`config.mk`:
```
export PLATFORM = sky130hd
export DESIGN_NAME = async_fifo_wr_ctrl
export DESIGN_NICKNAME = d
export VERILOG_FILES = /design/src/rtl/async_fifo_wr_ctrl.sv
export SDC_FILE = /design/constraint.sdc
export NUM_CORES = 1
export LEC_CHECK = 0
export BUFFER_PORTS_ARGS = -buffer_cell sky130_fd_sc_hd__buf_2
export CAP_MARGIN = 20
export CORE_MARGIN = 3
export CORE_UTILIZATION = 45
export DETAILED_ROUTE_END_ITERATION = 10
export PLACE_DENSITY = 0.7
export REMOVE_ABC_BUFFERS = 1
export SLEW_MARGIN = 20
export SYNTH_ARGS = -nofsm -noshare
export SYNTH_HDL_FRONTEND = slang
export SYNTH_SLANG_ARGS = --single-unit
```
`constraint.sdc`:
```
create_clock -name clk -period 3.5 [get_ports clk]
set_clock_uncertainty 0.15 [all_clocks]
set_input_delay 0.525 -clock clk [delete_from_list [all_inputs] [get_ports clk]]
set_output_delay 0.525 -clock clk [all_outputs]
set_load 0.005 [all_outputs]
```
`src/rtl/async_fifo_wr_ctrl.sv`:
```
// rtl/async_fifo_wr_ctrl.sv - write-domain controller of the dual-clock FIFO
module async_fifo_wr_ctrl #(
    parameter int FIFO_DEPTH  = 16,
    parameter int ADDR_WIDTH  = $clog2(FIFO_DEPTH),
    parameter int SYNC_STAGES = 2
) (
    input  logic                  clk,
    input  logic                  rst_n,
    input  logic                  winc,
    input  logic                  wclr_ovf,
    input  logic [ADDR_WIDTH:0]   afull_thresh,
    input  logic [ADDR_WIDTH:0]   rptr_gray,
    output logic [ADDR_WIDTH:0]   wptr_gray,
    output logic [ADDR_WIDTH-1:0] waddr,
    output logic                  wen,
    output logic                  wfull,
    output logic                  walmost_full,
    output logic [ADDR_WIDTH:0]   wlevel,
    output logic                  wovf
);

    localparam int AW = ADDR_WIDTH;

    logic [AW:0] sync_q [SYNC_STAGES];
    logic [AW:0] wq_rptr;
    logic [AW:0] wq_rbin;
    logic [AW:0] wbin;
    logic [AW:0] wbin_nx;
    logic [AW:0] wgray_nx;
    logic [AW:0] lvl_nx;
    logic        full_nx;
    logic        afull_nx;

    // Read pointer crosses into this domain as Gray code, so only one bit can be in flight.
    always_ff @(posedge clk or negedge rst_n) begin
        if (!rst_n) begin
            for (int i = 0; i < SYNC_STAGES; i++) begin
                sync_q[i] <= '0;
            end
        end else begin
            sync_q[0] <= rptr_gray;
            for (int i = 1; i < SYNC_STAGES; i++) begin
                sync_q[i] <= sync_q[i-1];
            end
        end
    end

    assign wq_rptr = sync_q[SYNC_STAGES-1];

    always_comb begin
        wq_rbin = '0;
        for (int i = 0; i <= AW; i++) begin
            wq_rbin[i] = ^(wq_rptr >> i);
        end
    end

    assign wen      = winc & ~wfull;
    assign wbin_nx  = wbin + {{AW{1'b0}}, wen};
    assign wgray_nx = wbin_nx ^ (wbin_nx >> 1);
    // Full when the write pointer is one lap ahead: top two Gray bits inverted, rest equal.
    assign full_nx  = (wgray_nx == {~wq_rptr[AW:AW-1], wq_rptr[AW-2:0]});
    assign lvl_nx   = wbin_nx - wq_rbin;
    assign afull_nx = (afull_thresh != '0) && (lvl_nx >= afull_thresh);
    assign waddr    = wbin[AW-1:0];

    always_ff @(posedge clk or negedge rst_n) begin
        if (!rst_n) begin
            wbin         <= '0;
            wptr_gray    <= '0;
            wfull        <= 1'b0;
            walmost_full <= 1'b0;
            wlevel       <= '0;
            wovf         <= 1'b0;
        end else begin
            wbin         <= wbin_nx;
            wptr_gray    <= wgray_nx;
            wfull        <= full_nx;
            walmost_full <= afull_nx;
            wlevel       <= lvl_nx;
            if (winc && wfull) begin
                wovf <= 1'b1;
            end else if (wclr_ovf) begin
                wovf <= 1'b0;
            end
        end
    end

endmodule

```
# Yosys cells after proc, flatten, opt, wreduce, memory -nomap -nowiden
# Cells that the tools add are included.
# word_totals
elab_cells,27
in_bits,14
out_inout_bits,18
ff_bits,28
# op_classes
addsub,2
eq_ne,1
bitwise,4
n_lt_le_gt_ge,1
n_mux,2
n_reduce_logical,9
# ops
operator,count
XOR reduction 5 bit,5
adder 5 x 1 -> 5 bit,1
== test 5 bit,1
greater-or-equal comparator 5 bit,1
nonzero test 5 bit,1
subtractor 5 bit,1
bitwise XOR 5 x 4 -> 5 bit,1
logical AND 1 bit,2
two-way mux 1 bit,2
inverter 2 bit,1
nonzero test 2 bit,1
AND 1 bit,1
inverter 1 bit,1

# Longest topological paths before layout
# logic_depth
ltp_word,6
ltp_mapped,12
ltp_nobuf,12

# Worst setup path before layout
# No wires, ideal clock.
# synth_timing
kind,input port to flip-flop
start,in winc
end,reg walmost_full
stages,11
path_buffers,0
setup_ns,0.126
required_ns,3.224
slack_ns,0.562
arrival_ns,2.662
cell_sequence,and3b_1 > and3_2 > xnor2_1 > inv_1 > ha_1 > nor2b_1 > a221oi_1 > xnor2_1 > ha_1 > o22ai_1 > a21oi_1
# synth_via
elab_chain_len,5
# synth_lines
item,line_no,text
start: declaration,9,"input logic winc,"
AND 1 bit,57,assign wen = winc & ~wfull;
adder 5 x 1 -> 5 bit,58,"assign wbin_nx = wbin + {{AW{1'b0}}, wen};"
named net wbin_nx[3],28,logic [AW:0] wbin_nx;
subtractor 5 bit,62,assign lvl_nx = wbin_nx - wq_rbin;
named net lvl_nx[4],30,logic [AW:0] lvl_nx;
greater-or-equal comparator 5 bit,63,assign afull_nx = (afull_thresh != '0) && (lvl_nx >= afull_thresh);
logical AND 1 bit,63,
named net afull_nx,32,logic afull_nx;
end signal: assignment,78,walmost_full <= afull_nx;
end: declaration,17,"output logic walmost_full,"
# The timed path passes the listed nets, and every way through them passes these cells.
# A chain may end at the register's enable or synchronous reset.

# Worst setup path in the final report
# layout_timing
start,"reg sync_q, in the netlist wq_rptr[4]"
end,reg walmost_full
# layout_via
elab_chain_len,4
elab_cells_between_ends,8
cone_classes,add/sub: 1; order compare: 1; reduce/logical: 6
# layout_lines
item,line_no,text
start: declaration,24,logic [AW:0] sync_q [SYNC_STAGES];
start signal: indexed assignment,43,sync_q[i] <= sync_q[i-1];
XOR reduction 5 bit,53,wq_rbin[i] = ^(wq_rptr >> i);
subtractor 5 bit (*),62,
named net lvl_nx[4],30,
greater-or-equal comparator 5 bit (*),63,
logical AND 1 bit (*),63,
named net afull_nx,32,
# The timed path passes the listed nets; every way through them passes the cells marked *.

==> reports/qor.yml <==
final_nets: 155
min_period_ps: 3260
vias: 739
final-setup-viol-count: 0
htree_levels: 1
start_util: 0.478
cts_tree: "built"
wl_per_cell_um: 12.4
totalPowerFinal_mw: 1.44
dieArea_sq_mm: 0.00331
pre_cts_ws_ps: 244
post_dp_cell_area_sq_mm: 0.00140
critPathMaxFanout: 3
fin_ws_ps: 237
setup_tns_ps: 0
fin_hold_ws_ps: 18.2
slew_viol_final: 0
num-fill-cells: 216
netlist_instances: 92
multiInputGateArea_sq_um: 482
fmax_mhz: 306
reg2reg_slack_ps: 240
fp.dieH_um: 57.5
max_cap_viol_count: 0
num_rows: 18
synth_edf_count: 0
hp-class: "input port to async pin"
clock_latency_ps: 320
grt-ovfl-total: 0
irDropWorstVdd_mv: 0.554
clock-root-buffer: "clkbuf_4"
seqCellArea_sq_um: 676
powerDensity_mw_per_mm2: 1000
crit_arrival_ps: 3330
final_area_sq_mm: 0.00144
ys_seq_elements: 27
layout_common_cells: "31 x buf_2, 27 x dfrtp_1, 13 x xnor2_1"
worst_ep_required_time_ps: 3560
cts_sinks: 27
diodes: 0
mostFrequentLayoutCell: "buf_2"
rsz0062_at_grt: "false"
cts_hold_buf: 0
numPortBuffers: 31
grt_pass1_wl_um: 3400
ys_seq_area_frac: 0.565
worstSetupEndpointType: "flip-flop"
ioPinCount: 32
drtIter0Drc: 6
post-dp-hpwl_um: 1620
syn_avg_cell_area_sq_um: 13.0
grt_util_all_layers: 0.134
die_w_um: 57.5
critical_path_class: "flip-flop to flip-flop"
ant_nets: 0
timing.final.crit_share: 0.932
via_per_inst: 4.65
critPathLaunchType: "flip-flop"
r2r-start: "wq_rptr[4]"
syn_area_sq_mm: 0.00119
firstDrtPassIters: 5
drive_gt1_frac: 0.318
cts_setup_buffers: 0
p_leak_nw: 0.720
yosysWarnings: 0
syn2layout_area_growth_pct: 20.5
route.detailed.drc: 0
max_slew_margin: 0.623
synth_cell_type_count: 21
cp-startpoint: "wq_rptr[4]"
clk_pin_slew_worst_paths_ps: 150
cts_buffer_depth: 2
crit_end: "walmost_full"
placeableCoreArea_sq_mm: 0.00250
rr_endpoint: "walmost_full"
antenna_found_initial: 0
drt_wl_total_um: 1980
synth-main-ff-cell: "dfrtp_1"
async_reset_ff_frac: 1.00
grt_pass1_vias: 815
status: "completed"
gp_congestion: 0.800
r2r_cells: 12
grt_max_degree: 28
numCtsBuffers: 3
worst_pin_slew_ps: 566
finalHoldViolCount: 0
==> metal layers <==
layer | track usage | wire (um) | up-vias
met4 | 0.0762 | 15 | 0
met5 | 0 | 0 | -
met3 | 0.0317 | 87 | 2
li1 | - | - | 372
met1 | 0.163 | 817 | 349
met2 | 0.218 | 1060 | 16
==> critical path, cell delays in order (launching register included) <==
cell,delay [ps]
dfrtp_1,430
xnor2_1,340
xor2_2,250
xor2_1,300
xnor2_1,110
ha_1,220
fa_1,400
nor2b_1,150
a221oi_1,110
xnor2_1,220
ha_1,260
o22ai_1,160
a21oi_1,60
==> logic make-up (layout without fill, tap and decap cells) <==
| group | Yosys count | after routing | share of synthesized area |
|---|---|---|---|
| buffers and inverters | 12 | 49 | 0.0377 |
| and+or+nand+nor | 13 | 13 | 0.0660 |
| DFF | 27 | 27 | 0.565 |
| xor gates and xnor gates | 21 | 21 | 0.160 |
| AOI/OAI and AO/OA | 8 | 8 | 0.0492 |
| adders and majority gates | 11 | 11 | 0.121 |
==> synthesized netlist by cell type (2+ instances only) <==
master    instances  area (sq um)
a21oi_1           2          10.0
a221oi_1          2          17.5
dfrtp_1          27           676
ha_1             10           125
inv_1            12          45.0
nand3_1           2          10.0
nor2b_1           4          25.0
o21ai_0           2          10.0
xnor2_1          13           114
xor2_1            7          61.3
==> worst min-delay path by stage <==
stage,from,end,cells past startpoint
6_report,rst_n,wptr_gray[2],1
5_1_grt,rst_n,wovf,1
4_1_cts,rst_n,wptr_gray[2],1
3_5_place_dp,sync_q[6],wq_rptr[1],0
3_3_place_gp,sync_q[7],wq_rptr[2],0
2_1_floorplan,rst_n,sync_q[5],0
==> power by group <==
| part | internal (mW) | switching, mW |
|---|---|---|
| clock network | 0.0436 | 0.0900 |
| logic | 0.400 | 0.434 |
| registers | 0.427 | 0.0451 |
==> what timing repair did <==
action,4_1_cts,5_1_grt
endpoints found under the setup margin,0,1
gates resized for setup,0,1
endpoints found under the hold margin,0,0
==> per-stage QoR <==
stage	std cells	utilization
final	159	0.576
after global routing	159	0.576
after CTS	159	0.573
after detailed placement	155	0.561
after global placement	155	0.561
after floorplan	92	-
==> cell type report <==
type	count	area share
Clock inverter	1	0.00521
Inverter	12	0.0313
Tap cell	30	0.0261
Timing Repair Buffer	33	0.118
Sequential cell	27	0.469
Multi-Input combinational cell	53	0.334
Clock buffer	3	0.0156
==> flip-flops by register name (all words and copies together) (netlist names) <==
name,count
wbin,5
wlevel,5
sync_q,5
wq_rptr,5
wovf,1
wfull,1
walmost_full,1
wptr_gray,4
(Power assumes the default switching activity.)
